## src/rtl/display_scan_controller.sv

```systemverilog
// Scan controller for common-anode seven-segment digits sharing one registered BCD decoder.
// Double-buffered value, blanking guard per slot, optional leading-zero suppression.
module display_scan_controller #(
    parameter int unsigned NUM_DIGITS   = 4,
    parameter int unsigned REFRESH_DIV  = 50000,
    parameter int unsigned BLANK_CYCLES = 16
) (
    input  logic                          Clk,
    input  logic                          Rst,
    input  logic [4*NUM_DIGITS-1:0]       Value,
    input  logic                          Load,
    input  logic                          LZBlank,
    output logic [3:0]                    BCD,
    output logic [NUM_DIGITS-1:0]         Anodes,
    output logic [$clog2(NUM_DIGITS)-1:0] DigitIdx,
    output logic                          FrameUpdate
);

    localparam int unsigned CNT_W = $clog2(REFRESH_DIV);
    localparam int unsigned IDX_W = $clog2(NUM_DIGITS);

    localparam logic [CNT_W-1:0] CNT_MAX   = CNT_W'(REFRESH_DIV - 1);
    localparam logic [CNT_W-1:0] BLANK_END = CNT_W'(BLANK_CYCLES);
    localparam logic [IDX_W-1:0] IDX_MAX   = IDX_W'(NUM_DIGITS - 1);

    typedef enum logic {StBlank, StDrive} phase_e;

    phase_e                       phase_q, phase_d;
    logic [CNT_W-1:0]             cnt_q, cnt_d;
    logic [IDX_W-1:0]             idx_q, idx_d;
    logic [NUM_DIGITS-1:0][3:0]   shadow_q, shadow_d;
    logic [NUM_DIGITS-1:0][3:0]   disp_q, disp_d;
    logic                         pending_q, pending_d;
    logic                         boundary;
    logic                         update_d;
    logic                         zero_run;
    logic [NUM_DIGITS-1:0]        suppress;
    logic [NUM_DIGITS-1:0]        anodes_d;
    logic [3:0]                   bcd_d;

    always_comb begin
        cnt_d = cnt_q + 1'b1;
        idx_d = idx_q;
        if (cnt_q == CNT_MAX) begin
            cnt_d = '0;
            idx_d = (idx_q == IDX_MAX) ? '0 : idx_q + 1'b1;
        end

        phase_d = phase_q;
        unique case (phase_q)
            StBlank: if (cnt_d == BLANK_END) phase_d = StDrive;
            StDrive: if (cnt_d == '0) phase_d = StBlank;
            default: phase_d = StBlank;
        endcase

        // A Load coinciding with the boundary supersedes whatever was pending.
        boundary  = (cnt_q == '0) && (idx_q == '0);
        shadow_d  = shadow_q;
        disp_d    = disp_q;
        pending_d = pending_q;
        update_d  = 1'b0;
        if (boundary) begin
            if (Load) begin
                shadow_d  = Value;
                disp_d    = Value;
                pending_d = 1'b0;
                update_d  = 1'b1;
            end else if (pending_q) begin
                disp_d    = shadow_q;
                pending_d = 1'b0;
                update_d  = 1'b1;
            end
        end else if (Load) begin
            shadow_d  = Value;
            pending_d = 1'b1;
        end

        zero_run = 1'b1;
        suppress = '0;
        for (int i = int'(NUM_DIGITS) - 1; i >= 0; i--) begin
            zero_run = zero_run & (disp_d[i] == 4'd0);
            if (i > 0) suppress[i] = zero_run;
        end

        // Suppressed digits still consume their slot so brightness stays uniform.
        anodes_d = '1;
        if (phase_d == StDrive && !(LZBlank && suppress[idx_d])) begin
            anodes_d[idx_d] = 1'b0;
        end

        bcd_d = disp_d[idx_d];
    end

    always_ff @(posedge Clk) begin
        if (Rst) begin
            phase_q     <= StBlank;
            cnt_q       <= '0;
            idx_q       <= '0;
            shadow_q    <= '0;
            disp_q      <= '0;
            pending_q   <= 1'b0;
            BCD         <= 4'd0;
            Anodes      <= '1;
            DigitIdx    <= '0;
            FrameUpdate <= 1'b0;
        end else begin
            phase_q     <= phase_d;
            cnt_q       <= cnt_d;
            idx_q       <= idx_d;
            shadow_q    <= shadow_d;
            disp_q      <= disp_d;
            pending_q   <= pending_d;
            BCD         <= bcd_d;
            Anodes      <= anodes_d;
            DigitIdx    <= idx_d;
            FrameUpdate <= update_d;
        end
    end

endmodule

```

## config.mk

```make
export PLATFORM = sky130hd
export DESIGN_NAME = display_scan_controller
export DESIGN_NICKNAME = d
export VERILOG_FILES = /design/src/rtl/display_scan_controller.sv
export SDC_FILE = /design/constraint.sdc
export NUM_CORES = 1
export LEC_CHECK = 0
export CORE_MARGIN = 2
export CORE_UTILIZATION = 52
export CTS_BUF_LIST = sky130_fd_sc_hd__clkbuf_2 sky130_fd_sc_hd__clkbuf_4 sky130_fd_sc_hd__clkbuf_8
export CTS_CLUSTER_DIAMETER = 80
export DETAILED_ROUTE_END_ITERATION = 8
export GPL_TIMING_DRIVEN = 0
export PLACE_DENSITY = 0.77
export SYNTH_ARGS = -nofsm -noshare
export SYNTH_HDL_FRONTEND = slang
export SYNTH_SLANG_ARGS = --single-unit
```

## constraint.sdc

```tcl
create_clock -name Clk -period 2.5 [get_ports Clk]
set_input_delay 0.25 -clock Clk [delete_from_list [all_inputs] [get_ports Clk]]
set_output_delay 0.25 -clock Clk [all_outputs]
set_load 0.005 [all_outputs]
```

## After elaboration in Yosys (flattened, before gate mapping)

Cells that the tools add are included.

- Input port bits: 20
- Output and inout port bits: 11
- Bits in registers: 61
- Logic and storage cells: 59

- Equal/unequal tests: 3
- Muxes and demuxes: 17
- Magnitude comparators: 2
- Add/sub/neg operators: 2
- Reductions and logical operators: 14
- Bitwise operators: 6

Operators by type and width:

| operator | number |
|---|---|
| 16-bit 2-to-1 mux | 4 |
| 16-bit logical NOT | 2 |
| 16-bit by 1-bit adder with 16-bit output (second input constant) | 1 |
| 16-bit == test (second input constant) | 1 |
| 16-bit by 5-bit == test with 1-bit output (second input constant) | 1 |
| 4-bit logical NOT | 3 |
| 4-bit binary-select mux with 2-bit select | 1 |
| 1-bit 2-to-1 mux | 6 |
| 2-bit OR reduction | 3 |
| 1-bit logical AND | 4 |
| 2-bit 2-to-1 mux | 2 |
| 4-bit 2-to-1 mux | 1 |
| 4-bit NOT | 1 |
| 2-bit by 3-bit less-than comparator with 1-bit output (second input constant) | 1 |
| 1-bit NOT | 3 |
| 2-bit by 1-bit adder with 2-bit output (second input constant) | 1 |
| 1-bit bitwise AND | 2 |
| 1-bit binary-select mux with 2-bit select | 1 |
| 1-bit demux with 2-bit select | 1 |
| 2-bit == test (second input constant) | 1 |
| 2-bit by 1-bit >= comparator with 1-bit output (second input constant) | 1 |
| 2-bit logical NOT | 1 |
| 1-bit one-hot mux with 2 select lines | 1 |
| 1-bit logical NOT | 1 |

## Longest topological paths before layout

Gate-level depths: netlist of the first run.

- Depth after elaboration: 13
- Depth in mapped cells: 11
- Gate-level depth less buffers: 9

## Least setup slack after synthesis of the first run

OpenSTA, ideal clock, no wires.

- Path kind: reg-to-reg
- From: reg cnt_q[5]
- To: reg BCD[0]
- Arrival time: 2.605 ns
- Slack: -0.222 ns
- Stages on the path, launching flop included: 10
- Period minus slack after synthesis: 2.722 ns
- Setup time: 0.117 ns
- Data required time: 2.383 ns
- Path buffers: 2
- Path through: dfxtp_1 -> buf_6 -> or3_1 -> or4_1 -> buf_2 -> or2_4 -> mux2i_4 -> mux4_2 -> or2_1 -> a22o_1

- Word-level cells in the longest chain between the ends: 5
- Elaborated cells on any way between the ends: 7
- Those cells by class: eq/ne: 1; mux: 4; reduce/logical: 2

RTL lines:

| item | RTL line | source |
|---|---|---|
| start, declared | 29 | `logic [CNT_W-1:0] cnt_q, cnt_d;` |
| start signal, assigned | 108 | `cnt_q <= cnt_d;` |
| 16-bit logical NOT | 57 | `boundary = (cnt_q == '0) && (idx_q == '0);` |
| 1-bit logical AND | 57 |  |
| 16-bit 2-to-1 mux | 62 | `if (boundary) begin` |
| 4-bit binary-select mux with 2-bit select (*) | 91 | `bcd_d = disp_d[idx_d];` |
| 4-bit 2-to-1 mux (implied by the code) (*) | 91 |  |
| end signal, assigned | 102 | `BCD <= 4'd0;` |
| end signal, assigned | 113 | `BCD <= bcd_d;` |
| end, declared | 13 | `output logic [3:0] BCD,` |

Mark *: on every way between the ends. The rest lies on a longest branch, timed or not. The select of a mux whose other input is x is not followed.
A chain may end at the register's enable or synchronous reset.

## Final worst setup path of the first run

- From: reg cnt_q[5]
- To: reg BCD[1]

Same word-level chain as after synthesis.

==> summary by stage, run 1 <==
Worst setup path
Of all nets on the critical path, the largest fanout is 6. In this run the worst setup path terminates at BCD[1]$_SDFF_PP0_. The critical path in this run is classified as flop to flop.

The worst flop-to-flop path endpoint is BCD[1]$_SDFF_PP0_. The flop-to-flop setup slack is -0.17 ns. The number of buffer and inverter stages on the critical path is 1. The number of cells on the worst reg-to-reg path is 8.

The cell class contributing the biggest share of worst-path delay is simple AND/OR/NAND/NOR gates. The startpoint of the most critical register-to-register path is cnt_q[5]$_SDFF_PP0_. The highest cell delay on the worst timing path is 0.49 ns. The critical path runs through a total of 8 cells.

Traced cell by cell, the critical path runs through or3_4 -> or4_4 -> or2_4 -> mux2i_4 -> buf_12 -> mux4_2 -> or2_1 -> a22o_1. The element type at the critical path end is a flop. The data arrival time of the worst path is 2.90 ns. The worst setup path is launched from a flop.

The timing startpoint of the critical path is cnt_q[5]$_SDFF_PP0_. The library cell contributing the largest single delay on the critical path is sky130_fd_sc_hd__or4_4. The required time at the worst-slack endpoint is 2.73 ns.

Global routing
The global route total overflow is 0. The initial antenna violation count came to 0. The global-route wire length before repair is 11600 µm. The via count of the first global-routing pass came to 2513. The maximum number of pins on one net before global-route repair is 11. Global routing consumed, over all layers together, 24.1% of the routing resources.

Clocking
For this design, the sink count on the clock tree is 61. The number of buffers created by CTS is 9. TritonCTS built the clock tree. In this run the clock root is driven by a sky130_fd_sc_hd__clkbuf_8. No sink is reached through more buffers than the 2 on the longest clock path. The number of hold buffers added after CTS was 0.

After clock tree synthesis, the clock-pin slew on the worst setup and hold paths is 0.07 ns. The H-tree was split into 3 levels. At the later pin of the worst-skew pair, clock insertion delay measures 0.34 ns.

Detailed routing
The routed design has 7080 µm of wire. The routed wirelength normalized by instance count is 15.8 µm. For this run, the detailed router's first-pass iteration total came to 4. Dividing the detail-routed via count by the number of cells gives 5.65.

The detailed router placed 2524 vias in this run. The post-detailed-route count of antenna-violating nets is 0. The initial detailed-routing violation count is 112. For this run, design rule violations remaining after detail routing come to 0.

Power
The total power divided by cell area is 628 mW/mm². The leakage power summed over all cells is 0.00154 µW. Overall power consumption after layout is estimated at 2410 µW. The peak supply drop is 0.000497 V.

Run
The tool flagged a number of max-cap violations equal to 0.

Finish
The post-layout instance count excluding filler cells is 447. The ratio of cells with drive above 1 in the final layout is 20.0%. The count of nets after finishing is 395.

The layout has 436 filler cells. The finished cells cover 0.00383 mm². The sequential standard cell area is 0.00124 mm². The diode insertion count for antenna repair is 0. The area growth from synthesis to layout is 30.3%. The area occupied by multi-input gates is 0.00176 mm².

Synthesis
In the synthesized netlist the async set-or-reset flop fraction comes to 0%. The most common flop cell mapped by yosys is sky130_fd_sc_hd__dfxtp_1. In the post-synthesis netlist, the biggest area contributors are sky130_fd_sc_hd__dfxtp_1 (42%), sky130_fd_sc_hd__mux2i_1 (9.9%), sky130_fd_sc_hd__nor2_1 (9.1%). In this run, synthesis produced a sequential element count of 61. Summing every instance area after synthesis gives 0.00294 mm². Averaged over all synthesized cells, the footprint is 9.02 µm². The portion of synthesized cell area occupied by the leading cell type is 41.5%.

Counting flops with a built-in enable in the synthesized netlist gives 0. The library cell occupying the most area in the post-synthesis netlist is sky130_fd_sc_hd__dfxtp_1. The post-synthesis cell type count is 49. For this run, the number of Yosys warnings is 0.

Sequential cells were found to cover 41.5% of the synthesized design area. The synthesized instance count is 326. The number of nets in the synthesized netlist is 351.

STA
The final max-slew violation count is 0. The total count of hold-check failures in the final report came to 0. The worst clock skew on the final layout is 0.0104 ns. The actual slew at the worst max-slew pin is 0.621 ns. The final worst-path cycle share is 107%. Setup repair after global routing could not meet its margin everywhere. The worst slew margin relative to its limit is 58.6%. The final setup slack of the worst path is -0.175 ns. The achievable frequency is 0.374 GHz. The smallest clock period supported by the final layout is computed as 2.67 ns. The count of endpoints failing setup in the final report is 6.

Die
The floorplan has 27 rows. 31 I/O pins were placed. The overall die area is 0.00627 mm².

The region available for standard cell placement spans 0.00547 mm². The die outline height is 79.2 µm. The die is 79.2 µm wide. The starting utilization of the core area is 53.7%.

Outcome
The final reports fail on setup timing. The run finished, with violations left.

Placement
The HPWL after detailed placement is 4820 µm. In this run the tool buffered the top-level ports with 29 buffer cells. In this run the cell area measured after placement is 0.00332 mm². After detailed placement, the design holds a cell count of 427.

The final RePlAce weighted congestion is 0.883.

Min path
The min-delay analysis places its worst path in the category input pin to flop.
-- cell type report --
class,count,share of cell area (%)
Buffer,13,2.12
Tap cell,72,2.35
Clock buffer,12,4.14
Multi-Input combinational cell,237,46.0
Sequential cell,61,32.2
Inverter,8,0.783
Timing Repair Buffer,40,10.6
Clock inverter,4,1.83
-- per-stage QoR --
stage	hold WS (ns)	setup WS, ns	utilization (%)	TNS, ns
2_1_floorplan	0.368	-0.221	-	-1.36
3_3_place_gp	0.470	-0.484	60.7	-5.47
3_5_place_dp	0.486	-0.518	60.7	-6.08
4_1_cts	0.471	-0.264	68.1	-1.54
5_1_grt	0.513	-0.322	70.1	-1.32
6_report	0.488	-0.175	70.1	-0.761
-- placed cells by master, fill, tap and decap left out, types with 4 or more instances in the layout --
master                            netlist  final
sky130_fd_sc_hd__clkbuf_1              13      6
sky130_fd_sc_hd__buf_6                  3      4
sky130_fd_sc_hd__a21oi_2                0      4
sky130_fd_sc_hd__buf_4                  0      7
sky130_fd_sc_hd__xnor2_1                8      8
sky130_fd_sc_hd__clkbuf_8               0     11
sky130_fd_sc_hd__xor2_1                 7      7
sky130_fd_sc_hd__nor2_2                 0      4
sky130_fd_sc_hd__clkdlybuf4s50_1        0     29
sky130_fd_sc_hd__ha_1                   5      4
sky130_fd_sc_hd__a22o_1                 4      4
sky130_fd_sc_hd__nor2_1                71     67
sky130_fd_sc_hd__a21oi_1               15     11
sky130_fd_sc_hd__mux2i_1               29     24
sky130_fd_sc_hd__nand3_1               12     11
sky130_fd_sc_hd__inv_1                  8      8
sky130_fd_sc_hd__mux4_2                 4      4
sky130_fd_sc_hd__mux2i_4                1      5
sky130_fd_sc_hd__nor3_1                 8      6
sky130_fd_sc_hd__or2_1                  5      5
sky130_fd_sc_hd__nand4_1                5      5
sky130_fd_sc_hd__nand2_1               11     11
sky130_fd_sc_hd__dfxtp_1               61     55
-- synthesized netlist by cell type, types with 2 or more instances --
cell and n:
sky130_fd_sc_hd__a21boi_0 3, sky130_fd_sc_hd__a21oi_1 15, sky130_fd_sc_hd__a22o_1 4, sky130_fd_sc_hd__and2_1 3, sky130_fd_sc_hd__and4_1 2, sky130_fd_sc_hd__buf_2 3, sky130_fd_sc_hd__buf_6 3, sky130_fd_sc_hd__clkbuf_1 13
sky130_fd_sc_hd__dfxtp_1 61, sky130_fd_sc_hd__ha_1 5, sky130_fd_sc_hd__inv_1 8, sky130_fd_sc_hd__mux2_2 3, sky130_fd_sc_hd__mux2i_1 29, sky130_fd_sc_hd__mux4_2 4, sky130_fd_sc_hd__nand2_1 11, sky130_fd_sc_hd__nand3_1 12
sky130_fd_sc_hd__nand4_1 5, sky130_fd_sc_hd__nand4b_1 3, sky130_fd_sc_hd__nor2_1 71, sky130_fd_sc_hd__nor2b_1 3, sky130_fd_sc_hd__nor3_1 8, sky130_fd_sc_hd__nor4_1 4, sky130_fd_sc_hd__nor4b_1 2, sky130_fd_sc_hd__o211ai_1 2
sky130_fd_sc_hd__o21ai_0 4, sky130_fd_sc_hd__or2_1 5, sky130_fd_sc_hd__or3_1 5, sky130_fd_sc_hd__xnor2_1 8, sky130_fd_sc_hd__xor2_1 7
-- flip-flops by register name, summed over array words and instances (netlist names) --
register	count
shadow_q	16
BCD	4
idx_q	2
FrameUpdate	1
disp_q	16
phase_q	1
pending_q	1
Anodes	4
cnt_q	16
-- layer usage --
| layer | wire (µm) | vias to the layer above | GRT usage, % |
|---|---|---|---|
| met5 | 0 | - | 0 |
| met4 | 253 | 0 | 13.6 |
| met3 | 277 | 22 | 6.25 |
| met2 | 3690 | 66 | 42.2 |
| met1 | 2870 | 1208 | 26.4 |
| li1 | - | 1228 | - |
-- where the power goes --
group          leakage (µW)  internal [µW]  switching (µW)  total [µW]
Sequential         0.000501           1020            32.1        1050
Combinational      0.000921            179             173         352
Clock              0.000120            624             382        1010
Total               0.00154           1820             588        2410
-- repair_timing --
item | 4_1_cts | 5_1_grt
hold endpoints to repair | 0 | 0
setup endpoints to repair | 22 | 21
setup buffers | 6 | 5
gates resized for setup | 41 | 18
pin swaps | 10 | 8
cloned | 0 | 0
-- worst min path at each step --
stage / startpoint / slack [ns] / cells after the start / end
6_report: Load / 0.49 / 3 / pending_q$_SDFFE_PP0P_
5_1_grt: cnt_q[0]$_SDFF_PP0_ / 0.51 / 1 / cnt_q[0]$_SDFF_PP0_
4_1_cts: Load / 0.47 / 3 / pending_q$_SDFFE_PP0P_
3_5_place_dp: disp_q[3]$_SDFF_PP0_ / 0.49 / 2 / disp_q[3]$_SDFF_PP0_
3_3_place_gp: disp_q[0]$_SDFF_PP0_ / 0.47 / 2 / disp_q[0]$_SDFF_PP0_
2_1_floorplan: Rst / 0.37 / 1 / idx_q[0]$_SDFF_PP0_
-- tightest hold or removal path, stage by stage --
cell                       delay, ns
sky130_fd_sc_hd__clkbuf_1       0.26
sky130_fd_sc_hd__nor2_1         0.20
sky130_fd_sc_hd__nor3_1         0.06
-- cell families after synthesis --
family / Yosys count / synth area share, %
fa+ha+maj: 5 / 2.13
compound gates: 38 / 8.59
xor+xnor: 15 / 4.47
simple gates: 142 / 24.0
mux: 37 / 14.8
buf+inv: 28 / 4.47
flops: 61 / 41.5
Power figures use the tool's default switching activity.
==> run 2: changes to the inputs <==
Settings changed: ABC_CLOCK_PERIOD_IN_PS set to 2500.
==> results of run 2 <==
Same layout as run 1: the final DEF is identical, and so are final timing and power.
==> run 3: changes to the inputs <==
Settings changed: CORE_MARGIN 2 to 5, CORE_UTILIZATION 52 to 42, PLACE_DENSITY 0.77 to not set.
==> summary by stage, run 3 (synthesis results as in run 1) <==
Finish
The core occupancy in the finished layout is 56.1% (-14 points). The final standard cell area without fillers is 0.00381 mm² (-0.65%). The area growth from synthesis to layout is 29.5%.

The ratio of cells with drive above 1 in the final layout is 17.9% (-2.1 points). In the final layout, the registers with the most flip-flops are cnt_q: 16 flops, disp_q: 16 flops, shadow_q: 16 flops. The count of nets after finishing is 402 (+1.8%). Leaving out fill and tap cells, the most frequent cells in the layout are sky130_fd_sc_hd__nor2_1 (69), sky130_fd_sc_hd__dfxtp_1 (56), sky130_fd_sc_hd__clkdlybuf4s50_1 (29), sky130_fd_sc_hd__mux2i_1 (24), sky130_fd_sc_hd__buf_4 (16).

The number of fill cells in the layout came to 621 (+42%). Leaving out fill and tap cells, the most frequent cell in the layout is sky130_fd_sc_hd__nor2_1. The diode insertion count for antenna repair came to 0 (unchanged).

Global routing
The via count of the first global-routing pass came to 2471 (-1.7%). The total global routing track utilization is 17.4% (-6.7 points). The global-route wire length before repair is 11800 µm (+2.0%). The global route total overflow is 0 (unchanged). The maximum number of pins on one net before global-route repair was 11 (unchanged). The initial antenna violation count is 0 (unchanged).

Die
The standard-cell row count is 30 (+11%). The core outline area is 0.00679 mm² (+24%). The x dimension of the die came to 93.7 µm (+18%). The number of primary I/O pins was 31 (unchanged). The starting utilization of the core area came to 43.3% (-10 points). The overall die area is 0.00878 mm² (+40%). The die outline height is 93.7 µm (+18%).

STA
The setup TNS was -0.899 ns (-0.139 ns). The actual slew at the worst max-slew pin is 0.641 ns (+0.0194 ns). The count of endpoints failing setup in the final report is 5 (-1).

The final max-slew violation count is 0 (unchanged). The achievable frequency is 0.370 GHz (-1.1%). The worst clock skew on the final layout is 0.00705 ns (-0.00331 ns). The final setup slack of the worst path is -0.204 ns (-0.0292 ns). The final hold slack is 0.468 ns (-0.0203 ns).

The final worst-path cycle share came to 108% (+1.2 points). The clock period minus final worst setup slack is 2.70 ns (+0.0292 ns). The total count of hold-check failures in the final report is 0 (unchanged). The worst slew margin relative to its limit is 57.3% (-1.3 points). Setup repair after global routing could not meet its margin everywhere.

Clocking
TritonCTS built the clock tree. The insertion delay of the later-clocked pin in the worst-skew pair is 0.34 ns (about the same). The maximum buffer depth of the clock tree is 2 (unchanged).

The number of sinks handled by clock tree synthesis came to 61 (unchanged). The CTS clock-pin slew for the worst setup and hold paths is 0.07 ns (about the same). CTS placed an instance of sky130_fd_sc_hd__clkbuf_8 at the clock tree root. The total of hold buffers inserted after clock tree synthesis is 0 (unchanged). The number of buffers created by CTS came to 9 (unchanged). The depth of the CTS H-tree is 3 (unchanged).

Placement
The HPWL after detailed placement is 4980 µm (+3.4%). The pre-CTS setup slack came to -0.523 ns (-0.00495 ns). The cell area after placement is 0.00335 mm² (+0.90%).

The count of buffers inserted at the top-level ports is 29 (unchanged). The final RePlAce weighted congestion is 0.930 (+5.4%).

Power
The switching power share of the total was 24.5% (+0.079 points). The peak supply drop is 0.000280 V (-44%). The total power divided by cell area is 602 mW/mm² (-4.1%). The sequential power share is 45.7% (+2.1 points). The part of the power in combinational logic is 14.5% (about the same). The leakage power summed over all cells is 0.00154 µW (-0.38%). The switching power is 561 µW (-4.5%). The clock network fraction of total power came to 39.9% (-1.9 points). The internal power contribution came to 1730 µW (-4.9%).

Worst setup path
Walking the worst path, the cells encountered are or3_4 -> or4_4 -> or2_4 -> mux2i_4 -> mux4_2 -> or2_1 -> a22o_1. The required time at the worst-slack endpoint is 2.73 ns (about the same). The data arrival time of the worst path came to 2.93 ns (+0.03 ns). The worst setup path is launched from a flop. The number of buffer and inverter stages on the critical path is 0 (-1). The endpoint identified for the worst register-to-register timing path is BCD[3]$_SDFF_PP0_. The flop-to-flop setup slack is -0.20 ns (-0.03 ns). The element type at the critical path end is a flop.

Among all stages on the critical path, the largest delay is contributed by sky130_fd_sc_hd__or4_4. The startpoint of the most critical register-to-register path is cnt_q[5]$_SDFF_PP0_. The number of cells on the worst reg-to-reg path is 7 (-1).

The highest cell delay on the worst timing path is 0.48 ns (about the same). The largest fanout on the critical path is 8 (+2). The critical path is of the flop to flop type. The cell class contributing the biggest share of worst-path delay is simple AND/OR/NAND/NOR gates.

Min path
The number of stages on the worst hold path was 3 (unchanged). The terminating pin of the worst hold path is pending_q$_SDFFE_PP0P_. The path type of the worst min-delay path is input pin to flop. The worst hold path begins at Load.

Detailed routing
The DRC violations left came to 0 (unchanged). The total via count after detailed routing is 2450 (-2.9%). The routed wirelength normalized by instance count came to 14.6 µm (-7.7%).

The post-detailed-route count of antenna-violating nets is 0 (unchanged). The first-pass detailed-route iteration total came to 4 (unchanged). The initial detailed-routing violation count was 83 (-26%).

The post-detailed-route via-to-cell ratio came to 5.15 (-8.8%). The total routed wirelength was 6960 µm (-1.7%).

Run
The max-capacitance violation count was 0 (unchanged).

Outcome
The run finished, with violations left. The checks that failed: setup timing.
run 3: worst min-delay path, cell delays in order:
cell and delay (ns):
sky130_fd_sc_hd__clkbuf_1 0.25, sky130_fd_sc_hd__nor2_1 0.19, sky130_fd_sc_hd__nor3_1 0.06
run 3: worst max path at each step:
stage | end | start | slack [ns] | cells past startpoint
floorplan | BCD[0]$_SDFF_PP0_ | cnt_q[5]$_SDFF_PP0_ | -0.22 | 9
global placement | BCD[0]$_SDFF_PP0_ | cnt_q[7]$_SDFF_PP0_ | -0.52 | 9
detailed placement | BCD[0]$_SDFF_PP0_ | cnt_q[7]$_SDFF_PP0_ | -0.52 | 9
CTS | BCD[0]$_SDFF_PP0_ | cnt_q[5]$_SDFF_PP0_ | -0.35 | 8
global route | BCD[3]$_SDFF_PP0_ | cnt_q[7]$_SDFF_PP0_ | -0.31 | 7
finish | BCD[3]$_SDFF_PP0_ | cnt_q[5]$_SDFF_PP0_ | -0.20 | 7
run 3: repair_timing:
action                     CTS  global route
gates resized for setup     31            13
setup buffers               12             6
setup endpoints to repair   32            34
pin swaps                    8            11
run 3: power groups by stage:
stage / sequential [µW] / clock [µW] / combinational (µW)
final: 1050 / 913 / 332
after detailed placement: 1060 / 0 / 290
after global routing: 1050 / 983 / 368
after floorplan: 1060 / 0 / 192
after global placement: 1060 / 0 / 289
after CTS: 1040 / 935 / 336
run 3: final cells by class:
type | instances | area [µm²] | share of cell area [%]
Clock buffer | 13 | 173 | 4.53
Sequential cell | 61 | 1240 | 32.5
Buffer | 13 | 73.8 | 1.94
Multi-Input combinational cell | 237 | 1710 | 44.9
Tap cell | 96 | 120 | 3.15
Clock inverter | 1 | 30.0 | 0.788
Timing Repair Buffer | 47 | 433 | 11.4
Inverter | 8 | 30.0 | 0.788
run 3: per-stage QoR:
stage / cells / total power (µW)
floorplan: 326 / 1250
global placement: 451 / 1350
detailed placement: 451 / 1350
CTS: 474 / 2310
global route: 476 / 2400
finish: 476 / 2290
run 3: per-layer routing:
layer,track usage (%),up-vias,routed length (µm)
met5,0,-,0
met4,8.06,0,128
met3,3.69,13,223
met2,29.7,38,3510
met1,20.7,1156,3100
li1,-,1243,-
